File: config.mk
export PLATFORM = sky130hd
export DESIGN_NAME = fetch_inst_buf
export DESIGN_NICKNAME = d
export VERILOG_FILES = /design/src/rtl/fetch_inst_buf_pkg.sv /design/src/rtl/fetch_inst_buf_ram.sv /design/src/rtl/fetch_inst_buf.sv
export SDC_FILE = /design/constraint.sdc
export NUM_CORES = 2
export LEC_CHECK = 0
export CAP_MARGIN = 20
export CORE_UTILIZATION = 60
export CTS_BUF_LIST = sky130_fd_sc_hd__clkbuf_4 sky130_fd_sc_hd__clkbuf_8
export DETAILED_ROUTE_END_ITERATION = 16
export PLACE_DENSITY = 0.88
export SYNTH_ARGS = -nofsm -noshare
export SYNTH_HDL_FRONTEND = slang
export SYNTH_SLANG_ARGS = --single-unit
export TNS_END_PERCENT = 1
File: constraint.sdc
create_clock -name clock -period 13.5 [get_ports clock]
set_input_delay 1.35 -clock clock [delete_from_list [all_inputs] [get_ports clock]]
set_output_delay 1.35 -clock clock [all_outputs]
set_load 0.005 [all_outputs]
File: src/rtl/fetch_inst_buf_pkg.sv
// Shared constants and helpers for the fetch instruction buffer.
//   INST_W       : instruction width
//   FETCH_SLOTS  : instructions per fetch packet
//   PC_W_DEFAULT : default PC width
//   NOP_INST     : canonical NOP encoding, used to fill unused slots
package fetch_inst_buf_pkg;

  localparam int unsigned INST_W       = 32;
  localparam int unsigned FETCH_SLOTS  = 2;
  localparam int unsigned PC_W_DEFAULT = 64;
  localparam logic [INST_W-1:0] NOP_INST = 32'h0000_0013;

  // Number of valid slots in a 2-slot fetch mask.
  function automatic logic [1:0] popcount2(input logic [1:0] mask);
    return {mask[0] & mask[1], mask[0] ^ mask[1]};
  endfunction

endpackage

File: src/rtl/fetch_inst_buf_ram.sv
// DEPTH x {inst, pc} register array for the fetch instruction buffer.
// Two write ports (the top drives tail and tail+1) and two combinational
// read ports (head and head+1). Storage is not reset.
//   clock                        : core clock
//   i_we0/i_waddr0/i_winst0/i_wpc0 : write port 0
//   i_we1/i_waddr1/i_winst1/i_wpc1 : write port 1 (never same address as port 0)
//   i_raddr0/o_rinst0/o_rpc0     : read port 0
//   i_raddr1/o_rinst1/o_rpc1     : read port 1
module fetch_inst_buf_ram
  import fetch_inst_buf_pkg::*;
#(
  parameter int unsigned DEPTH = 8,
  parameter int unsigned PC_W  = PC_W_DEFAULT,
  localparam int unsigned AW   = $clog2(DEPTH)
) (
  input  logic              clock,
  input  logic              i_we0,
  input  logic [AW-1:0]     i_waddr0,
  input  logic [INST_W-1:0] i_winst0,
  input  logic [PC_W-1:0]   i_wpc0,
  input  logic              i_we1,
  input  logic [AW-1:0]     i_waddr1,
  input  logic [INST_W-1:0] i_winst1,
  input  logic [PC_W-1:0]   i_wpc1,
  input  logic [AW-1:0]     i_raddr0,
  output logic [INST_W-1:0] o_rinst0,
  output logic [PC_W-1:0]   o_rpc0,
  input  logic [AW-1:0]     i_raddr1,
  output logic [INST_W-1:0] o_rinst1,
  output logic [PC_W-1:0]   o_rpc1
);

  logic [INST_W-1:0] r_inst [DEPTH];
  logic [PC_W-1:0]   r_pc   [DEPTH];

  always_ff @(posedge clock) begin
    if (i_we0) begin
      r_inst[i_waddr0] <= i_winst0;
      r_pc[i_waddr0]   <= i_wpc0;
    end
    if (i_we1) begin
      r_inst[i_waddr1] <= i_winst1;
      r_pc[i_waddr1]   <= i_wpc1;
    end
  end

  assign o_rinst0 = r_inst[i_raddr0];
  assign o_rpc0   = r_pc[i_raddr0];
  assign o_rinst1 = r_inst[i_raddr1];
  assign o_rpc1   = r_pc[i_raddr1];

endmodule

File: src/rtl/fetch_inst_buf.sv
// Instruction buffer between fetch and the two decode ways. Compacts valid
// fetch slots into a circular queue and presents the two oldest entries.
// DEPTH must be a power of two, at least 4.
//   clock, reset        : clock, asynchronous active-high reset
//   flush_i             : discard all buffered instructions
//   fetch_valid_i/mask_i/inst_i/pc_i : 2-slot fetch packet
//   fetch_ready_o       : room for a full packet
//   dec_stall_i         : decode cannot accept this cycle
//   way0_*/way1_*       : oldest / second-oldest entry
//   pipe_load_decode_o  : decode registers load (and buffer pops) this cycle
module fetch_inst_buf
  import fetch_inst_buf_pkg::*;
#(
  parameter int unsigned DEPTH = 8,
  parameter int unsigned PC_W  = PC_W_DEFAULT
) (
  input  logic                          clock,
  input  logic                          reset,
  input  logic                          flush_i,
  input  logic                          fetch_valid_i,
  input  logic [FETCH_SLOTS-1:0]        fetch_mask_i,
  input  logic [FETCH_SLOTS*INST_W-1:0] fetch_inst_i,
  input  logic [PC_W-1:0]               fetch_pc_i,
  output logic                          fetch_ready_o,
  input  logic                          dec_stall_i,
  output logic                          way0_valid_o,
  output logic [INST_W-1:0]             way0_inst_o,
  output logic [PC_W-1:0]               way0_pc_o,
  output logic                          way1_valid_o,
  output logic [INST_W-1:0]             way1_inst_o,
  output logic [PC_W-1:0]               way1_pc_o,
  output logic                          pipe_load_decode_o
);

  localparam int unsigned AW = $clog2(DEPTH);
  localparam int unsigned CW = AW + 1;

  logic [AW-1:0] r_head, r_tail;
  logic [CW-1:0] r_count;
  logic [AW-1:0] w_head_d, w_tail_d;
  logic [CW-1:0] w_count_d;

  logic          w_push, w_pop;
  logic [CW-1:0] w_push_n, w_pop_n;
  logic [INST_W-1:0] w_slot0_inst, w_slot1_inst;
  logic [PC_W-1:0]   w_slot1_pc;

  assign w_slot0_inst = fetch_inst_i[INST_W-1:0];
  assign w_slot1_inst = fetch_inst_i[2*INST_W-1:INST_W];
  assign w_slot1_pc   = fetch_pc_i + PC_W'(4);

  // Ready looks at the current count only; a same-cycle pop does not help.
  assign fetch_ready_o = (r_count <= CW'(DEPTH - 2));
  assign way0_valid_o  = (r_count != '0);
  assign way1_valid_o  = (r_count >= CW'(2));

  assign w_push   = fetch_valid_i & fetch_ready_o & ~flush_i;
  assign w_push_n = w_push ? CW'(popcount2(fetch_mask_i)) : '0;

  // Decode takes both valid ways or neither.
  assign pipe_load_decode_o = way0_valid_o & ~dec_stall_i & ~flush_i;
  assign w_pop   = pipe_load_decode_o;
  assign w_pop_n = w_pop ? (way1_valid_o ? CW'(2) : CW'(1)) : '0;

  always_comb begin
    w_head_d  = r_head;
    w_tail_d  = r_tail;
    w_count_d = r_count;
    if (flush_i) begin
      w_head_d  = '0;
      w_tail_d  = '0;
      w_count_d = '0;
    end else begin
      w_head_d  = r_head + w_pop_n[AW-1:0];
      w_tail_d  = r_tail + w_push_n[AW-1:0];
      w_count_d = r_count + w_push_n - w_pop_n;
    end
  end

  always_ff @(posedge clock or posedge reset) begin
    if (reset) begin
      r_head  <= '0;
      r_tail  <= '0;
      r_count <= '0;
    end else begin
      r_head  <= w_head_d;
      r_tail  <= w_tail_d;
      r_count <= w_count_d;
    end
  end

  // Port 0 takes the first valid slot (compaction); port 1 only when both valid.
  logic w_we0, w_we1;
  logic [INST_W-1:0] w_winst0;
  logic [PC_W-1:0]   w_wpc0;

  assign w_we0    = w_push & (|fetch_mask_i);
  assign w_we1    = w_push & (&fetch_mask_i);
  assign w_winst0 = fetch_mask_i[0] ? w_slot0_inst : w_slot1_inst;
  assign w_wpc0   = fetch_mask_i[0] ? fetch_pc_i : w_slot1_pc;

  fetch_inst_buf_ram #(
    .DEPTH (DEPTH),
    .PC_W  (PC_W)
  ) u_ram (
    .clock    (clock),
    .i_we0    (w_we0),
    .i_waddr0 (r_tail),
    .i_winst0 (w_winst0),
    .i_wpc0   (w_wpc0),
    .i_we1    (w_we1),
    .i_waddr1 (r_tail + AW'(1)),
    .i_winst1 (w_slot1_inst),
    .i_wpc1   (w_slot1_pc),
    .i_raddr0 (r_head),
    .o_rinst0 (way0_inst_o),
    .o_rpc0   (way0_pc_o),
    .i_raddr1 (r_head + AW'(1)),
    .o_rinst1 (way1_inst_o),
    .o_rpc1   (way1_pc_o)
  );

  a_count_bound : assert property (@(posedge clock) disable iff (reset)
    r_count <= CW'(DEPTH));

endmodule

==> impl_metrics.env <==
export IMPL_status="complete, no violations"
export IMPL_io_buffers=330
export IMPL_syn_nets=3656
export IMPL_fin_crit_ns=6.25
export IMPL_nNetsFinal=3839
export IMPL_synth_edf_count=768
export IMPL_netlist_top_cells_count="edfxtp_1 (768), nor2_1 (550), mux4_2 (384), xor2_1 (283), a21oi_1 (265)"
export IMPL_fmax_mhz=160
export IMPL_start_util_pct=60.8
export IMPL_reg2reg_from="r_tail[0]"
export IMPL_tightest_slew_ns=1.18
export IMPL_ys_warn_count=0
export IMPL_muxShareOfSynthArea_pct=24.1
export IMPL_finalSetupTns_ns=0
export IMPL_drv_slew=0
export IMPL_yosys_area_share_simple_pct=9.25
export IMPL_startpoint="r_head[1]"
export IMPL_vias=32800
export IMPL_coreArea_um2=76100
export IMPL_ioPinCount=331
export IMPL_maxCapViolCount=0
export IMPL_max_slew_margin_pct=21.2
export IMPL_p_per_area_nw_per_um2=118
export IMPL_combPwrFrac_pct=22.0
export IMPL_synth_xor_area_share_pct=9.38
export IMPL_internal_power_mw=4.56
export IMPL_synth_cells=3504
export IMPL_leakage_nw=17.1
export IMPL_cts_tree="yes"
export IMPL_die_y_um=280
export IMPL_skew_ns=0.0450
export IMPL_finalHoldViolCount=0
export IMPL_grt_pass1_vias=32900
export IMPL_yosys_area_top_type="edfxtp_1"
export IMPL_gr_total_overflow=0
export IMPL_synth_top_family_by_area="multiplexers"
export IMPL_wl_mm=134
export IMPL_synth_fa_ha_area_share_pct=0.525
export IMPL_setup_violations=0
export IMPL_ant_nets=0
export IMPL_antenna_found_initial=23
export IMPL_r2r_setup_slack_ns=9.05
export IMPL_clk_latency_ns=0.80
export IMPL_ys_ff_latch=778
export IMPL_hold_path_class="reg2reg"
export IMPL_ys_async_sr_fraction_pct=1.29
export IMPL_irDropWorstVdd_v=0.0000894
export IMPL_grtUsageMet2_pct=54.7
export IMPL_numCtsBuffers=131
export IMPL_p_sw_mw=1.68
export IMPL_cts_hold_buf=0
export IMPL_grt_pass1_wl_mm=198
export IMPL_dp_hpwl_mm=78.6
export IMPL_reg2reg_depth=7
export IMPL_cp_data_arrival_time_ns=4.90
export IMPL_gr_usage_met1_pct=42.6
export IMPL_critPathLaunchType="flop"
export IMPL_ys_types=55
export IMPL_placementRows=101
export IMPL_die_area_um2=78200
export IMPL_globalplace_congestion=0.882
export IMPL_die_w_um=280
export IMPL_syn_avg_cell_area_um2=13.2
export IMPL_cp_endpoint="way1_pc_o[37]"
export IMPL_switching_share_pct=26.9
export IMPL_viasPerCell=6.79
export IMPL_synth_most_common_cell="edfxtp_1"
export IMPL_synthToLayoutAreaGrowth_pct=14.0
export IMPL_crit_fanout=117
export IMPL_clock_power_share_pct=33.5
export IMPL_grt_busiest_layer="met2"
export IMPL_cp_required_ns=12.15
export IMPL_ys_flop_type="edfxtp_1"
export IMPL_wl_per_cell_um=27.8
export IMPL_synth_top_cell_area_share_pct=49.9
export IMPL_period_share_pct=46.3
export IMPL_clkSinkCount=778
export IMPL_r2r_end="u_ram.r_inst[4][3]"
export IMPL_syn_area_um2=46200
export IMPL_end_kind="output port"
export IMPL_postCtsSetupBuffers=0
export IMPL_drc_errors=0
export IMPL_critPathKind="reg2out"
export IMPL_cts_root_buf="clkbuf_8"
export IMPL_p_seq_share_pct=44.5
export IMPL_drive_gt1_share_pct=23.6
export IMPL_synth_area_leaders="edfxtp_1 (50%), mux4_2 (19%), xor2_1 (5.4%)"
export IMPL_cts_buffer_depth=3
export IMPL_synth_compound_area_share_pct=3.21
export IMPL_grt_util_met3_pct=8.70
export IMPL_rsz0062_at_grt="no"
export IMPL_h_tree_depth=4
export IMPL_grt_usage_pct=34.2
export IMPL_first_pass_iters=8
export IMPL_grt_max_degree=157
export IMPL_p_total_mw=6.23
export IMPL_ys_seq_area_share_pct=50.4
export IMPL_clk_pin_slew_ns=0.06
export IMPL_initialDrtViolationCount=4417
export IMPL_cts_repair_resized=0
==> registers in the layout, indices dropped and copies added, names as in the netlist <==
name          cells
u_ram.r_pc      512
u_ram.r_inst    256
r_head            3
r_tail            3
r_count           4
==> power by group through the flow <==
stage / clock (mW) / sequential [mW] / combinational, mW
after floorplan: 0 / 2.79 / 0.831
after global placement: 0 / 2.82 / 1.33
after detailed placement: 0 / 2.82 / 1.36
after CTS: 2.09 / 2.77 / 1.37
after global routing: 2.19 / 2.78 / 1.44
final: 2.09 / 2.77 / 1.37
==> cell usage in the layout (no fill, tap or decap), types with 19 or more instances in the layout <==
cell type / n
nand3_1: 35
nor4_1: 22
clkbuf_8: 135
mux2_2: 192
xnor2_1: 212
mux4_2: 384
clkdlybuf4s50_1: 329
clkbuf_4: 35
nand2_1: 154
xor2_1: 282
nor3_1: 70
inv_1: 19
nand4_1: 46
a21oi_1: 265
clkinv_1: 41
nor2_1: 550
mux2i_1: 33
edfxtp_1: 768
buf_4: 48
==> worst min path at each step <==
stage,start,to,depth (start not counted)
after floorplan,r_count[0],r_count[0],2
after global placement,r_count[0],r_count[0],2
after detailed placement,r_count[0],r_count[0],2
after CTS,r_count[0],r_count[0],2
after global routing,r_count[0],r_count[0],2
final,r_count[0],r_count[0],2
==> stage by stage <==
stage | instances | hold slack (ns) | setup slack [ns] | instance area (um2) | utilization (%)
2_1_floorplan | 3504 | 0.604 | 3.34 | 46200 | -
3_3_place_gp | 4582 | 0.675 | 7.86 | 50100 | 65.9
3_5_place_dp | 4583 | 0.702 | 7.80 | 50100 | 65.9
4_1_cts | 4815 | 0.718 | 7.14 | 52700 | 69.2
5_1_grt | 4826 | 0.784 | 6.97 | 52700 | 69.3
6_report | 4829 | 0.725 | 7.25 | 52700 | 69.3
==> kinds of logic (layout without fill, tap and decap cells) <==
kind of cell             after synthesis  count (layout)
other                                  0              13
adder cells (fa/ha/maj)               17              17
multiplexers                         609             609
AO/OA/AOI/OAI                        288             288
AND/OR/NAND/NOR                      959             959
XOR/XNOR                             495             495
flip-flops                           778             778
buffers and inverters                358             640
==> cell type report <==
class,instances,area [um2]
fillers,4995,23400
flip-flops and latches,778,23300
multi-input cells,2368,21700
repair buffers,384,3770
clock buffers,170,2120
well taps,1030,1290
clock inverters,62,398
inverters,24,90.1
diodes,13,32.5
==> metal layers <==
layer / share of wire, % / vias up
met5: 0.13 / -
met4: 5.4 / 26
met3: 13 / 516
met2: 48 / 2659
met1: 34 / 16100
li1: - / 13500
==> critical path, stage by stage, from the launching register on <==
cell             delay, ns
dfrtp_4               0.75
ha_4                  0.92
buf_12                0.72
mux4_2                0.62
mux2_2                0.38
clkdlybuf4s50_1       0.47
(Power assumes the default switching activity.)
